[src/rtl/lc4_mem_pkg.sv]
// lc4_mem_pkg: shared definitions for the LC4 data-memory path.
// Holds the MMIO window base, the store-buffer FSM encoding and the
// record kept per buffered store.
package lc4_mem_pkg;

  // Addresses at or above this value are device registers, never buffered.
  localparam logic [15:0] LC4_MMIO_BASE = 16'hFE00;

  typedef enum logic {
    RUN   = 1'b0,
    FLUSH = 1'b1
  } sb_state_e;

  typedef struct packed {
    logic [15:0] addr;
    logic [15:0] data;
  } sb_entry_t;

endpackage

[src/rtl/lc4_store_buffer_if.sv]
// lc4_store_buffer_if: M-stage request bus plus the data-memory port.
// master = pipeline/memory side, slave = the store buffer.
interface lc4_store_buffer_if;

  logic        gwe;
  logic        i_st_valid;
  logic        i_ld_valid;
  logic [15:0] i_addr;
  logic [15:0] i_st_data;
  logic        i_flush;
  logic [15:0] o_ld_data;
  logic        o_stall;
  logic [15:0] o_mem_addr;
  logic        o_mem_we;
  logic [15:0] o_mem_wdata;
  logic [15:0] i_mem_rdata;
  logic        o_empty;

  modport master (
    output gwe,
    output i_st_valid,
    output i_ld_valid,
    output i_addr,
    output i_st_data,
    output i_flush,
    output i_mem_rdata,
    input  o_ld_data,
    input  o_stall,
    input  o_mem_addr,
    input  o_mem_we,
    input  o_mem_wdata,
    input  o_empty
  );

  modport slave (
    input  gwe,
    input  i_st_valid,
    input  i_ld_valid,
    input  i_addr,
    input  i_st_data,
    input  i_flush,
    input  i_mem_rdata,
    output o_ld_data,
    output o_stall,
    output o_mem_addr,
    output o_mem_we,
    output o_mem_wdata,
    output o_empty
  );

endinterface

[src/rtl/lc4_sb_match.sv]
// lc4_sb_match: finds the youngest valid buffer entry whose address equals
// addr_i. Valid entries are the count_i slots starting at head_i (oldest)
// and wrapping modulo DEPTH.
module lc4_sb_match #(
  parameter int DEPTH = 4
) (
  input  logic [15:0]              addrs_i [DEPTH],
  input  logic [$clog2(DEPTH)-1:0] head_i,
  input  logic [$clog2(DEPTH):0]   count_i,
  input  logic [15:0]              addr_i,
  output logic                     hit_o,
  output logic [$clog2(DEPTH)-1:0] idx_o
);

  localparam int PW = $clog2(DEPTH);

  logic [PW-1:0] slot;

  // Walk oldest to youngest; a later match overwrites an earlier one.
  always_comb begin
    hit_o = 1'b0;
    idx_o = '0;
    slot  = '0;
    for (int k = 0; k < DEPTH; k++) begin
      slot = head_i + PW'(k);
      if ((k < int'(count_i)) && (addrs_i[slot] == addr_i)) begin
        hit_o = 1'b1;
        idx_o = slot;
      end
    end
  end

endmodule

[src/rtl/lc4_store_buffer.sv]
// lc4_store_buffer: posted-store FIFO between the LC4 M stage and the
// single-port data memory. Stores retire in order whenever no load needs
// the port; MMIO stores and flush requests drain the buffer first.
// Build option LC4_SB_FORWARD_EN: when defined, loads forward from the
// youngest matching entry; otherwise a matching load stalls until the
// matching store has retired, then reads memory.
module lc4_store_buffer
  import lc4_mem_pkg::*;
#(
  parameter int          DEPTH     = 4,
  parameter logic [15:0] MMIO_BASE = LC4_MMIO_BASE
) (
  input logic               clk,
  input logic               rst,
  lc4_store_buffer_if.slave bus
);

  localparam int PW = $clog2(DEPTH);
  localparam int CW = PW + 1;

  sb_state_e     state_q, state_d;
  logic [PW-1:0] head_q, head_d;
  logic [PW-1:0] tail_q, tail_d;
  logic [CW-1:0] count_q, count_d;
  sb_entry_t     entries_q [DEPTH];
  logic [15:0]   entry_addr [DEPTH];

  logic          hit;
  logic [PW-1:0] hit_idx;
  logic          st_mmio;
  logic          ld_mmio;
  logic          ld_hit;
  logic          not_empty;
  logic          last_entry;

  logic          stall;
  logic          ld_svc;
  logic          do_deq;
  logic          do_enq;
  logic          wt;

  // Address view of the entries for the match finder.
  always_comb begin
    for (int i = 0; i < DEPTH; i++) begin
      entry_addr[i] = entries_q[i].addr;
    end
  end

  lc4_sb_match #(
    .DEPTH (DEPTH)
  ) u_match (
    .addrs_i (entry_addr),
    .head_i  (head_q),
    .count_i (count_q),
    .addr_i  (bus.i_addr),
    .hit_o   (hit),
    .idx_o   (hit_idx)
  );

  assign st_mmio    = bus.i_st_valid && (bus.i_addr >= MMIO_BASE);
  assign ld_mmio    = bus.i_ld_valid && (bus.i_addr >= MMIO_BASE);
  assign ld_hit     = bus.i_ld_valid && !ld_mmio && hit;
  assign not_empty  = (count_q != '0);
  assign last_entry = (count_q == CW'(1));

  // Next state, stall and memory-port arbitration. While rst is low the
  // port is held idle so nothing pending leaks out during reset.
  always_comb begin
    state_d = state_q;
    stall   = 1'b0;
    ld_svc  = 1'b0;
    do_deq  = 1'b0;
    do_enq  = 1'b0;
    wt      = 1'b0;
    if (rst) begin
      case (state_q)
        RUN: begin
          if (bus.i_flush && not_empty) begin
            stall = 1'b1;
            // A single entry drains this cycle, so FLUSH would be empty.
            if (!last_entry) state_d = FLUSH;
          end else if (st_mmio && not_empty) begin
            stall = 1'b1;
          end
`ifndef LC4_SB_FORWARD_EN
          else if (ld_hit) begin
            stall = 1'b1;
          end
`endif
          ld_svc = bus.i_ld_valid && !stall;
          // Loads and stores are exclusive, so a store cycle always drains
          // the head; that frees a slot for a store arriving at a full FIFO.
          do_deq = !ld_svc && not_empty;
          do_enq = bus.i_st_valid && !st_mmio && !stall;
          wt     = st_mmio && !stall;
        end
        FLUSH: begin
          stall  = 1'b1;
          do_deq = not_empty;
          if (count_q <= CW'(1)) state_d = RUN;
        end
        default: state_d = RUN;
      endcase
    end
  end

  // Pointer and occupancy updates.
  always_comb begin
    head_d  = do_deq ? head_q + PW'(1) : head_q;
    tail_d  = do_enq ? tail_q + PW'(1) : tail_q;
    count_d = count_q + CW'(do_enq) - CW'(do_deq);
  end

  // Control registers; every update waits for gwe, including reset.
  always_ff @(posedge clk) begin
    if (bus.gwe) begin
      if (!rst) begin
        state_q <= RUN;
        head_q  <= '0;
        tail_q  <= '0;
        count_q <= '0;
      end else begin
        state_q <= state_d;
        head_q  <= head_d;
        tail_q  <= tail_d;
        count_q <= count_d;
      end
    end
  end

  // Entry storage; validity comes from head/count, so no reset is needed.
  always_ff @(posedge clk) begin
    if (bus.gwe && do_enq) begin
      entries_q[tail_q] <= '{addr: bus.i_addr, data: bus.i_st_data};
    end
  end

  // Data-memory port drive: load read, head retire, or MMIO write-through.
  always_comb begin
    bus.o_mem_addr  = '0;
    bus.o_mem_we    = 1'b0;
    bus.o_mem_wdata = '0;
    if (ld_svc) begin
      bus.o_mem_addr = bus.i_addr;
    end else if (do_deq) begin
      bus.o_mem_addr  = entries_q[head_q].addr;
      bus.o_mem_we    = bus.gwe;
      bus.o_mem_wdata = entries_q[head_q].data;
    end else if (wt) begin
      bus.o_mem_addr  = bus.i_addr;
      bus.o_mem_we    = bus.gwe;
      bus.o_mem_wdata = bus.i_st_data;
    end
  end

`ifdef LC4_SB_FORWARD_EN
  // Youngest matching entry wins over memory.
  assign bus.o_ld_data = ld_hit ? entries_q[hit_idx].data : bus.i_mem_rdata;
`else
  logic sb_unused_idx;
  assign sb_unused_idx = ^hit_idx;
  // Matching loads stall instead, so memory always holds the right value.
  assign bus.o_ld_data = bus.i_mem_rdata;
`endif

  assign bus.o_stall = stall;
  assign bus.o_empty = !not_empty;

endmodule

[src/flat_wrapper.sv]
// flat-port wrapper written by rule: the top's interface ports become plain ports
module lc4_store_buffer_flat import lc4_mem_pkg::*;
#(
  parameter int          DEPTH     = 4,
  parameter logic [15:0] MMIO_BASE = LC4_MMIO_BASE
)
  (clk, rst, bus_gwe, bus_i_st_valid, bus_i_ld_valid, bus_i_addr, bus_i_st_data, bus_i_flush, bus_i_mem_rdata, bus_o_ld_data, bus_o_stall, bus_o_mem_addr, bus_o_mem_we, bus_o_mem_wdata, bus_o_empty);
  lc4_store_buffer_if bus_i ();
  input logic clk;
  input logic rst;
  input wire logic [$bits(bus_i.gwe)-1:0] bus_gwe;
  input wire logic [$bits(bus_i.i_st_valid)-1:0] bus_i_st_valid;
  input wire logic [$bits(bus_i.i_ld_valid)-1:0] bus_i_ld_valid;
  input wire logic [$bits(bus_i.i_addr)-1:0] bus_i_addr;
  input wire logic [$bits(bus_i.i_st_data)-1:0] bus_i_st_data;
  input wire logic [$bits(bus_i.i_flush)-1:0] bus_i_flush;
  input wire logic [$bits(bus_i.i_mem_rdata)-1:0] bus_i_mem_rdata;
  output wire logic [$bits(bus_i.o_ld_data)-1:0] bus_o_ld_data;
  output wire logic [$bits(bus_i.o_stall)-1:0] bus_o_stall;
  output wire logic [$bits(bus_i.o_mem_addr)-1:0] bus_o_mem_addr;
  output wire logic [$bits(bus_i.o_mem_we)-1:0] bus_o_mem_we;
  output wire logic [$bits(bus_i.o_mem_wdata)-1:0] bus_o_mem_wdata;
  output wire logic [$bits(bus_i.o_empty)-1:0] bus_o_empty;
  assign bus_i.gwe = bus_gwe;
  assign bus_i.i_st_valid = bus_i_st_valid;
  assign bus_i.i_ld_valid = bus_i_ld_valid;
  assign bus_i.i_addr = bus_i_addr;
  assign bus_i.i_st_data = bus_i_st_data;
  assign bus_i.i_flush = bus_i_flush;
  assign bus_i.i_mem_rdata = bus_i_mem_rdata;
  assign bus_o_ld_data = bus_i.o_ld_data;
  assign bus_o_stall = bus_i.o_stall;
  assign bus_o_mem_addr = bus_i.o_mem_addr;
  assign bus_o_mem_we = bus_i.o_mem_we;
  assign bus_o_mem_wdata = bus_i.o_mem_wdata;
  assign bus_o_empty = bus_i.o_empty;
  lc4_store_buffer #(.DEPTH(DEPTH), .MMIO_BASE(MMIO_BASE)) u_core (.clk(clk), .rst(rst), .bus(bus_i));
endmodule
[config.mk]
export PLATFORM = sky130hd
export DESIGN_NAME = lc4_store_buffer_flat
export DESIGN_NICKNAME = d
export VERILOG_FILES = /design/src/rtl/lc4_mem_pkg.sv /design/src/rtl/lc4_store_buffer_if.sv /design/src/rtl/lc4_sb_match.sv /design/src/rtl/lc4_store_buffer.sv /design/src/flat_wrapper.sv
export SDC_FILE = /design/constraint.sdc
export NUM_CORES = 1
export LEC_CHECK = 0
export ABC_AREA = 0
export CORE_MARGIN = 3
export CORE_UTILIZATION = 25
export CTS_CLUSTER_DIAMETER = 200
export DETAILED_ROUTE_END_ITERATION = 8
export SLEW_MARGIN = 10
export SYNTH_ARGS = -nofsm -noshare
export SYNTH_HDL_FRONTEND = slang
export SYNTH_HIERARCHICAL = 1
export SYNTH_SLANG_ARGS = --single-unit
[constraint.sdc]
create_clock -name clk -period 7.8 [get_ports clk]
set_clock_uncertainty 0.05 [all_clocks]
set_input_delay 1.56 -clock clk [delete_from_list [all_inputs] [get_ports clk]]
set_output_delay 1.56 -clock clk [all_outputs]
set_load 0.05 [all_outputs]
==> summary.md <==
For this run, design rule violations remaining after detail routing come to 0. By startpoint and endpoint, the worst setup path is classified as in2out. Subtracting the final worst setup slack from the clock period gives 7.13 ns. Synthesis produced 571 cells. Average wire per standard cell: 20.0 µm. STA classifies the critical path endpoint as a primary output. The total track usage was 12.0%; the row count was 66. For the maximum operating frequency, the log shows 140 MHz.

The number of cells upsized or downsized after cts was 0; the slew at the pin with the worst max-slew slack was 1.10 ns. The number of cells on the worst hold path is 1, and the maximum vdd ir drop is 0.148 mV. The number of setup buffers added after CTS is 0. The switching share of power came out at 29.3%. Clock latency on the worst-skew pair, taken at its later pin, is 0.43 ns.

The tree built by TritonCTS fans out to 138 sinks. Count of final hold-check violations: 0. Registers are responsible for 40.1% of the overall power. Detailed-route vias per instance: 4.87. The congestion estimate from routability-driven global placement came to 0.898.

The clock network is responsible for 36.7% of the overall power. The top fanout value on the critical path was 17; the synthesis-to-layout area growth was 18.6%. The final layout contains 681 nets. The number of DRC markers after the initial detailed-route iteration is 418, and the number of buffers inserted during clock tree synthesis is 17. The tools report the overall die area as 35900 µm². Global-route wire length before repair: 32700 µm. The number of slew-limit violations in the final report is 0, and the final critical-path share of the clock period is 91.4%. The clock tree synthesis step divided the H-tree into 4 levels. The count of buffers added on input and output ports is 72. The first TritonRoute pass finished after 5 iterations. The average footprint of a synthesized cell works out to 14.8 µm². The count of cells along the worst register-to-register path is 18. The via count of the first global-routing pass was 5314. In the final layout, the share of cells above drive strength 1 is 19.8%. Internal power comes to 1480 µW.

The top cell types in the final layout, fill and taps aside, are sky130_fd_sc_hd__edfxtp_1, sky130_fd_sc_hd__clkdlybuf4s50_1, sky130_fd_sc_hd__mux2i_1, sky130_fd_sc_hd__mux4_2, sky130_fd_sc_hd__xnor2_1. The number of hold-repair buffers added at the cts stage came out at 0. Combinational logic burns 23.2% of the power. For the worst setup path, the data arrival time is 5.52 ns. The region available for standard cell placement spans 32900 µm².

The tools report the net count after synthesis as 634. The boundary pin count is 105, and the height of the die is 190 µm. After routing, the total negative slack on setup checks comes to 0 ns. Detailed placement finished with a half-perimeter wire length of 14500 µm. The number of vias after detailed routing came out at 5226. Class of the tightest hold or removal check: reg2reg.

The horizontal extent of the die is 190 µm. For the initial standard-cell utilization of the core, the log shows 25.6%. Entering global routing, the biggest net connects 80 pins. Number of max-capacitance violations reported: 0.

Most common cell after layout, fill and taps aside: sky130_fd_sc_hd__edfxtp_1. The clock slew seen by the registers of the worst setup and hold paths came out at 0.06 ns. TritonCTS built the clock tree. Summed over all nets, the switching power comes to 613 µW.

The worst pin sits at a relative slew slack of 26.9%. OpenSTA, run right after detailed placement, puts the worst setup slack at 0.662 ns. For the post-synthesis instance area, the log shows 8430 µm². Final setup slack of the worst path: 0.674 ns. After global routing the overflow that remains totals 0. During synthesis, Yosys emitted a total of 6 warnings. The antenna violation net count after detailed routing is 0, and the maximum buffer depth of the clock tree is 2.

Setup violations remaining at the end of the flow were counted as 0. Setup repair after global routing left no endpoint under its margin. The tools report the sort of element at the start of the critical path as an input port. The logs give 0 for the initial antenna violation count and 21500 µm for the wire length after detailed routing.

Hold is met by 0.589 ns. The tools report the cell chosen for the clock root as sky130_fd_sc_hd__clkbuf_16. For this design the static power due to leakage is 0.00327 µW. The run finished with clean final reports. Data on the critical path is required at its endpoint by 6.19 ns. The power per cell area came out at 209 nW/µm².
## layout make-up
| class | count | area [µm²] |
|---|---|---|
| diodes | 1 | 2.50 |
| clock buffers | 19 | 433 |
| clock inverters | 12 | 118 |
| fillers | 3361 | 22900 |
| inverters | 12 | 47.5 |
| multi-input cells | 363 | 3860 |
| flip-flops and latches | 138 | 4130 |
| well taps | 442 | 553 |
| repair buffers | 86 | 851 |
## flip-flops by register name, summed over array words and instances, names as in the netlist, named ones only
signal            cells
u_core/tail_q         2
u_core/entries_q    128
u_core/head_q         2
u_core/count_q        3
u_core/state_q        1
## stage by stage
step           util (%)  instance area, µm²  total power, µW  cells
3_3_place_gp       28.7                9440             1340   1041
2_1_floorplan         -                8430             1230    571
5_1_grt            30.4                9990             2170   1072
6_report           30.4                9990             2090   1073
3_5_place_dp       28.7                9440             1340   1041
4_1_cts            30.4                9990             2120   1072
## routing by layer
layer | vias to the layer above | share of wire, % | global-route usage, %
li1 | 2346 | - | -
met1 | 2691 | 44 | 16.0
met2 | 160 | 47 | 19.2
met3 | 29 | 6.5 | 3.46
met4 | 0 | 1.6 | 3.41
met5 | - | 0 | 0
## worst paths after layout
check | startpoint | to | slack [ns]
setup / recovery | bus_i_addr[3] | bus_o_mem_wdata[8] | 0.67
hold reg to reg | u_core/tail_q[0] | u_core/tail_q[0] | 0.59
setup reg to reg | u_core/head_q[0] | u_core/count_q[2] | 2.69
hold / removal | u_core/tail_q[0] | u_core/tail_q[0] | 0.59
## worst max-delay path, stage by stage
cell and delay [ns]:
sky130_fd_sc_hd__clkdlybuf4s50_1 0.69, sky130_fd_sc_hd__o32ai_1 0.46, sky130_fd_sc_hd__a211oi_1 0.09, sky130_fd_sc_hd__nand4b_1 0.19
sky130_fd_sc_hd__nor4_4 0.06, sky130_fd_sc_hd__nor2_1 0.12, sky130_fd_sc_hd__nand3_1 0.15, sky130_fd_sc_hd__o21a_1 0.19
sky130_fd_sc_hd__o21ai_4 0.76, sky130_fd_sc_hd__inv_4 0.24, sky130_fd_sc_hd__a22o_1 0.28, sky130_fd_sc_hd__clkdlybuf4s50_1 0.70
## power groups by stage
stage	clock network [µW]	logic, µW	registers [µW]
4_1_cts	788	492	839
2_1_floorplan	0	377	851
3_3_place_gp	0	489	854
6_report	766	485	839
5_1_grt	815	519	840
3_5_place_dp	0	489	854
(Power assumes the default switching activity.)
